[config.mk]
export PLATFORM = sky130hd
export DESIGN_NAME = usb_hub_ctrl
export DESIGN_NICKNAME = d
export VERILOG_FILES = /design/src/rtl/usb_hub_ctrl.sv
export SDC_FILE = /design/constraint.sdc
export NUM_CORES = 1
export LEC_CHECK = 0
export BUFFER_PORTS_ARGS = -buffer_cell sky130_fd_sc_hd__buf_4
export CAP_MARGIN = 20
export CORE_MARGIN = 3
export CORE_UTILIZATION = 40
export CTS_CLUSTER_SIZE = 40
export DETAILED_ROUTE_END_ITERATION = 8
export GPL_ROUTABILITY_DRIVEN = 0
export SYNTH_ARGS = -nofsm -noshare
export SYNTH_HDL_FRONTEND = slang
export SYNTH_SLANG_ARGS = --single-unit
[constraint.sdc]
create_clock -name clk_i -period 2.2 [get_ports clk_i]
set_input_delay 0.11 -clock clk_i [delete_from_list [all_inputs] [get_ports clk_i]]
set_output_delay 0.11 -clock clk_i [all_outputs]
set_load 0.01 [all_outputs]
[src/rtl/usb_hub_ctrl.sv]
// rtl/usb_hub_ctrl.sv - USB hub upstream line monitor, address commit and downstream port reset control
module usb_hub_ctrl #(
  parameter int NUM_PORTS       = 4,
  parameter int RESET_TIMEOUT   = 480000,
  parameter int SUSPEND_TIMEOUT = 144000,
  parameter int PORT_RST_CYCLES = 480000
) (
  input  logic                 clk_i,
  input  logic                 rst_n_i,
  input  logic                 dp_i,
  input  logic                 dm_i,
  input  logic                 addr_valid_i,
  input  logic [6:0]           addr_in_i,
  input  logic                 status_done_i,
  input  logic [NUM_PORTS-1:0] port_rst_req_i,
  output logic [1:0]           line_state_o,
  output logic                 bus_reset_o,
  output logic                 suspended_o,
  output logic                 resume_o,
  output logic [6:0]           dev_addr_o,
  output logic [NUM_PORTS-1:0] port_rst_o,
  output logic [NUM_PORTS-1:0] port_en_o
);

  localparam int RW = $clog2(RESET_TIMEOUT + 1);
  localparam int SW = $clog2(SUSPEND_TIMEOUT + 1);
  localparam int PW = $clog2(PORT_RST_CYCLES + 1);

  localparam logic [RW-1:0] RST_MAX = RW'(RESET_TIMEOUT);
  localparam logic [SW-1:0] SUS_MAX = SW'(SUSPEND_TIMEOUT);
  localparam logic [PW-1:0] PRT_MAX = PW'(PORT_RST_CYCLES);

  localparam logic [1:0] LS_SE0 = 2'b00;
  localparam logic [1:0] LS_J   = 2'b10;
  localparam logic [1:0] LS_K   = 2'b01;

  typedef enum logic {
    ST_ACTIVE  = 1'b0,
    ST_SUSPEND = 1'b1
  } state_e;

  logic [1:0]    sync1_q, sync2_q;
  logic [1:0]    ls;
  logic [RW-1:0] se0_cnt_q, se0_cnt_d;
  logic [SW-1:0] j_cnt_q, j_cnt_d;
  state_e        state_q, state_d;
  logic          bus_reset_q, bus_reset_d;
  logic          bus_rst_hit;
  logic          resume;
  logic [6:0]    dev_addr_q, dev_addr_d;
  logic [6:0]    pend_q, pend_d;
  logic          pend_v_q, pend_v_d;
  logic [NUM_PORTS-1:0]         port_rst_q, port_rst_d;
  logic [NUM_PORTS-1:0]         port_en_q, port_en_d;
  logic [NUM_PORTS-1:0][PW-1:0] pcnt_q, pcnt_d;

  assign ls = sync2_q;

  // Two-flop synchronizer for the raw bus lines; idles at J out of reset.
  always_ff @(posedge clk_i or negedge rst_n_i) begin
    if (!rst_n_i) begin
      sync1_q <= LS_J;
      sync2_q <= LS_J;
    end else begin
      sync1_q <= {dp_i, dm_i};
      sync2_q <= sync1_q;
    end
  end

  // Line-state counters and ACTIVE/SUSPEND next-state logic.
  always_comb begin
    se0_cnt_d   = se0_cnt_q;
    j_cnt_d     = j_cnt_q;
    state_d     = state_q;
    resume      = 1'b0;
    bus_rst_hit = (ls == LS_SE0) && (se0_cnt_q == RST_MAX - RW'(1));

    if (ls == LS_SE0) begin
      if (se0_cnt_q != RST_MAX) se0_cnt_d = se0_cnt_q + RW'(1);
    end else begin
      se0_cnt_d = '0;
    end

    if (ls == LS_J) begin
      if (j_cnt_q != SUS_MAX) j_cnt_d = j_cnt_q + SW'(1);
    end else begin
      j_cnt_d = '0;
    end

    case (state_q)
      ST_ACTIVE: begin
        if (ls == LS_J && j_cnt_q == SUS_MAX - SW'(1)) state_d = ST_SUSPEND;
      end
      ST_SUSPEND: begin
        // Bus reset leaves suspend silently; SE1 is simply ignored here.
        if (bus_rst_hit) begin
          state_d = ST_ACTIVE;
        end else if (ls == LS_K) begin
          state_d = ST_ACTIVE;
          resume  = 1'b1;
        end
      end
      default: state_d = ST_ACTIVE;
    endcase

    bus_reset_d = bus_rst_hit;
  end

  // Pending/committed address handling; bus reset wins over any strobe.
  always_comb begin
    dev_addr_d = dev_addr_q;
    pend_d     = pend_q;
    pend_v_d   = pend_v_q;
    if (bus_rst_hit) begin
      dev_addr_d = '0;
      pend_d     = '0;
      pend_v_d   = 1'b0;
    end else if (addr_valid_i && status_done_i) begin
      dev_addr_d = addr_in_i;
      pend_d     = '0;
      pend_v_d   = 1'b0;
    end else if (addr_valid_i) begin
      pend_d     = addr_in_i;
      pend_v_d   = 1'b1;
    end else if (status_done_i && pend_v_q) begin
      dev_addr_d = pend_q;
      pend_d     = '0;
      pend_v_d   = 1'b0;
    end
  end

  // Independent per-port reset timers; a port enables as its reset drops.
  always_comb begin
    port_rst_d = port_rst_q;
    port_en_d  = port_en_q;
    pcnt_d     = pcnt_q;
    for (int i = 0; i < NUM_PORTS; i++) begin
      if (bus_rst_hit) begin
        port_rst_d[i] = 1'b0;
        port_en_d[i]  = 1'b0;
        pcnt_d[i]     = '0;
      end else if (port_rst_q[i]) begin
        if (pcnt_q[i] == PW'(1)) begin
          port_rst_d[i] = 1'b0;
          port_en_d[i]  = 1'b1;
          pcnt_d[i]     = '0;
        end else begin
          pcnt_d[i] = pcnt_q[i] - PW'(1);
        end
      end else if (port_rst_req_i[i] && state_q != ST_SUSPEND) begin
        port_rst_d[i] = 1'b1;
        port_en_d[i]  = 1'b0;
        pcnt_d[i]     = PRT_MAX;
      end
    end
  end

  // State register for everything behind the synchronizer.
  always_ff @(posedge clk_i or negedge rst_n_i) begin
    if (!rst_n_i) begin
      se0_cnt_q   <= '0;
      j_cnt_q     <= '0;
      state_q     <= ST_ACTIVE;
      bus_reset_q <= 1'b0;
      dev_addr_q  <= '0;
      pend_q      <= '0;
      pend_v_q    <= 1'b0;
      port_rst_q  <= '0;
      port_en_q   <= '0;
      pcnt_q      <= '0;
    end else begin
      se0_cnt_q   <= se0_cnt_d;
      j_cnt_q     <= j_cnt_d;
      state_q     <= state_d;
      bus_reset_q <= bus_reset_d;
      dev_addr_q  <= dev_addr_d;
      pend_q      <= pend_d;
      pend_v_q    <= pend_v_d;
      port_rst_q  <= port_rst_d;
      port_en_q   <= port_en_d;
      pcnt_q      <= pcnt_d;
    end
  end

  assign line_state_o = sync2_q;
  assign bus_reset_o  = bus_reset_q;
  assign suspended_o  = (state_q == ST_SUSPEND);
  assign resume_o     = resume;
  assign dev_addr_o   = dev_addr_q;
  assign port_rst_o   = port_rst_q;
  assign port_en_o    = port_en_q;

endmodule

# Yosys cells after proc, flatten, opt, wreduce, memory -nomap -nowiden
# Index checks and enable logic that the tools add are counted.
# classes
bitwise_logic	1
n_mux	71
addsub	6
n_reduce_logical	20
n_eq_ne	17
# ops
cell	n
2-to-1 mux 19 bit	18
equality test 19 x 1 -> 1 bit, second input constant	4
subtractor 19 x 1 -> 19 bit, second input constant	4
2-to-1 mux 7 bit	8
2-to-1 mux 1 bit	42
2-to-1 mux 18 bit	2
adder 19 x 1 -> 19 bit, second input constant	1
equality test 19 bit, second input constant	1
inequality test 19 bit, second input constant	1
adder 18 x 1 -> 18 bit, second input constant	1
equality test 18 bit, second input constant	1
inequality test 18 bit, second input constant	1
nonzero test 3 bit	5
inequality test 3 x 2 -> 1 bit, second input constant	4
AND reduction 2 bit	5
logical AND 1 bit	8
inequality test 2 x 1 -> 1 bit, second input constant	2
nonzero test 4 bit	1
inequality test 3 x 1 -> 1 bit, second input constant	1
equality test 2 x 1 -> 1 bit, second input constant	1
equality test 2 bit, second input constant	1
zero test 2 bit	1
case mux 1 bit (2 select lines)	1
inverter 1 bit	1
# word_totals
register_bits	142
out_inout_bits	20
word_cells	133

# Logic depth before layout (Yosys ltp)
# depth
word_depth	5
mapped_depth	9

# Worst setup path after synthesis
# Ideal clock, no wire load.
# synth_path
path_kind	reg-to-reg
startpoint	reg pcnt_q[0] (netlist name)
endpoint	reg pcnt_q[10] (netlist name)
required_ps	2081
n_path_buf	0
path_slack_ps	128
synth_period_minus_slack_ps	2072
arrival_time_ps	1953
stages_incl_launch_ff	8
cell_sequence	dfrtp_1 > inv_1 > ha_1 > or3b_2 > nor3b_1 > nand2b_1 > o21a_1 > o21ba_2
# synth_via
elab_chain_len	4
elab_cells_between_ends	5
# synth_rtl
item	line_no	text
start: declaration	55	logic [NUM_PORTS-1:0][PW-1:0] pcnt_q, pcnt_d;
start signal: assignment	181	pcnt_q <= pcnt_d;
subtractor 19 x 1 -> 19 bit / equality test 19 x 1 -> 1 bit (equally long branches)	148, 143	
2-to-1 mux 19 bit (*)	143	if (pcnt_q[i] == PW'(1)) begin
2-to-1 mux 19 bit (*)	142	end else if (port_rst_q[i]) begin
2-to-1 mux 19 bit (*)	138	if (bus_rst_hit) begin
# Mark *: on every way between the ends. The rest lies on a longest branch, timed or not.
# A chain may end at the register's enable or synchronous reset.

# Worst setup path in the final report
# layout_path
startpoint	reg se0_cnt_q[10]
endpoint	reg pcnt_q[11] (netlist name)
# layout_via
elab_chain_len	3
elab_cells_between_ends	4
# layout_rtl
item	line_no	text
start: declaration	44	logic [RW-1:0] se0_cnt_q, se0_cnt_d;
start signal: assignment	172	se0_cnt_q <= se0_cnt_d;
equality test 19 bit (*)	76	bus_rst_hit = (ls == LS_SE0) && (se0_cnt_q == RST_MAX - RW'(1));
logical AND 1 bit (*)	76	
nonzero test 3 bit (no source line) / 2-to-1 mux 19 bit (equally long branches)	--	
# Marked as above.

==> results.md <==
- DR iter-0 viols: 536
- Largest net degree at the start of global routing: 143
- Hpwl dp: 12.4 mm
- Post-synth EDFFs: 0
- Total wire length: 18.4 mm
- Wire per inst: 15.0 um
- Die Area: 0.0215 sq mm
- Dominant cell type by area after synthesis: dfrtp_1
- Worst reg2reg setup slack: 0.12 ns
- Most common cell in the netlist: dfrtp_1
- Setup Fix Bufs, Post-CTS: 0
- List of most frequent post-synthesis cells: dfrtp_1, nor2_1, a21oi_1
- Pre-antenna DRT Iters: 6
- Cells after Synth: between 800 and 900
- Worst reg-to-reg path cell count: 5
- Post-DRT Antenna Nets: 0
- Peak Freq: between 400 and 500 MHz
- Slew Limit Headroom: 0.483
- Hold Crit Class: input port to flop
- CTS tree: yes
- GRT Util Overall: 0.179
- Die X-Extent: ~150 um
- RR Startpoint: se0_cnt_q[10]
- Layout cell share with drive strength beyond 1: 0.167
- Setup Skew: 0.00926 ns
- Crit path max fanout: 8
- Synth warn: 0
- Worst setup endpoint: pcnt_q[11]
- Crit path from: se0_cnt_q[10]
- DRC: 0
- Max cap viols: 0
- Root Driver: clkbuf_16
- Leakage: 0.00397 uW
- Initial Utilization: 0.414
- Area grow syn2layout: 20.5%
- H-Tree Depth: 4
- Worst EP arrival: 2.41 ns
- Antenna diodes: 0
- Core area: roughly 0.019 sq mm
- Ports: 37
- CTS buffer count: 17
- Status: finished, final reports clean
- Core Rows: 50
- Worst-margin pin slew: slightly below 0.8 ns
- Ys flop type: dfrtp_1
- Fin crit share: 0.947
- Fraction of registers with async set/reset: 1.00
- Initial antenna violation count: 0
- Worst-skew pair later-pin latency: 0.42 ns
- Fin. max-slew vios: 0
- IO buf count: 36
- Number of synthesized register bits: 142
- Post-synthesis cell area: slightly below 0.008 sq mm
- Worst setup EP type: flop
- Library cells used by synthesis: 77
- Clk sinks: around 140
- Clock-pin slew on the worst setup and hold paths: about 0.060 ns
- Setup Viol. Count Final: 0
- Post-synthesis sequential area ratio: 0.450
- RSZ-0062 raised after global routing: yes
- Critical path class: flop to flop
- Util after Layout: 0.499
- Worst Setup Start Kind: flop
- Final cell count without fillers: 1225
- Final critical-path required period: 2.08 ns
- Die H: about 150 um
- Final hold vios: 0
- Via count: 6704
- Vias per std cell: approximately 5.5
- Required time worst endpoint: 2.53 ns
- Maximum VDD drop: 0.606 mV
- CTS max path bufs: 2
- Power Density: about 940 mW/mm^2
- Share of the synthesized area in the top cell type: 0.443
- Hold path start: addr_in_i[6]
- First-pass GRT wire length: 32.2 mm
- Final net count: just under 1k
- DP Cell Count: 1189
- Synth area leaders: dfrtp_1, a21oi_1, nor2_1, nand2_1, mux2i_1
- Vias in the first global route: 6608
- GR Overflow Total: 0
- Mapped Nets: 898
- Mapped Avg Cell Area: 9.09 sq um
- End of the worst register-to-register path: pcnt_q[11]
==> placed cells by master, fill, tap and decap left out, types with 6 or more instances in the layout <==
cell / netlist / layout
buf_4: 1 / 91
dfrtp_1: 140 / 140
nand4_1: 16 / 16
xnor2_1: 13 / 13
clkbuf_16: 0 / 17
and3_1: 13 / 12
o22ai_1: 6 / 6
nor2b_1: 10 / 10
a21oi_1: 90 / 90
nor3_1: 33 / 33
o21a_1: 7 / 7
or4_1: 12 / 11
nor2_1: 98 / 97
a31oi_1: 8 / 8
nand3_1: 38 / 38
ha_1: 12 / 12
or3_1: 16 / 16
o31ai_1: 13 / 13
nand2_1: 69 / 69
mux2i_1: 21 / 21
a22oi_1: 7 / 7
o211ai_1: 6 / 6
and4_1: 6 / 6
inv_1: 31 / 31
nor4_1: 16 / 16
o21ai_0: 39 / 39
nand2b_1: 8 / 8
a211oi_1: 7 / 7
xor2_1: 16 / 16
==> per-stage QoR <==
stage | hold WS (ns) | setup TNS (ns) | power [uW] | setup slack, ns | cell area, sq um
floorplan | -0.186 | 0 | 4940 | 0.128 | 7900
finish | 0.0487 | 0 | 8930 | 0.116 | 9520
detailed placement | 0.220 | 0 | 5710 | 0.0594 | 8800
CTS | 0.0313 | 0 | 9000 | 0.0377 | 9500
global placement | 0.220 | 0 | 5680 | 0.0844 | 8800
global route | 0.0567 | -0.0735 | 9500 | -0.0426 | 9520
==> cell families after synthesis <==
family                   after synthesis  share of synthesized area
AND/OR/NAND/NOR                      378                      0.262
AO/OA/AOI/OAI                        219                      0.172
flip-flops                           142                      0.450
buffers and inverters                 67                     0.0363
XOR/XNOR                              29                     0.0322
multiplexers                          22                     0.0280
adder cells (fa/ha/maj)               12                     0.0190
==> report_power, final <==
group,leakage (uW),switching (uW),total (uW),internal (uW)
registers,0.00174,512,3540,3030
clock network,0.000317,1120,3220,2100
logic,0.00192,1140,2160,1020
==> flip-flops by register name (all words and copies together), names as in the netlist, 4 cells and up <==
signal,count
pcnt_q,76
se0_cnt_q,19
j_cnt_q,18
dev_addr_o,7
pend_q,7
port_en_o,4
port_rst_o,4
==> routing by layer <==
layer / global-route usage / part of all wire / vias up
met5: 0 / 0 / -
li1: - / - / 3362
met1: 0.245 / 0.48 / 3211
met3: 0.0348 / 0.034 / 12
met2: 0.291 / 0.48 / 119
met4: 0.0466 / 0.0077 / 0
==> worst min path at each step <==
stage	end	slack, ns	cells past startpoint
detailed placement	sync1_q[1]	0.22	1
floorplan	bus_reset_o	-0.19	0
global route	dev_addr_o[6]	0.06	3
CTS	dev_addr_o[3]	0.03	3
global placement	sync1_q[1]	0.22	1
finish	dev_addr_o[6]	0.05	3
==> layout make-up <==
class                      count  area (sq um)
fill                        1792          9560
multi-input combinational    660          4090
clock buffer                  22           474
timing repair buffer          98           774
clock inverter                10           184
inverter                      33           124
tap                          260           325
sequential                   142          3560
==> timing repair <==
action,in CTS,in global routing
hold buffers,4,0
hold endpoints to repair,143,0
gates resized for setup,0,5
setup endpoints to repair,0,11
==> worst max-delay path, stage by stage, from the launching register on <==
cell and delay [ns]:
dfrtp_1 0.41, or3_4 0.41, nor4b_4 0.32, a21boi_2 0.17, or4b_1 0.52, a21oi_1 0.17
Note: power is estimated with default switching activity, not from simulation.
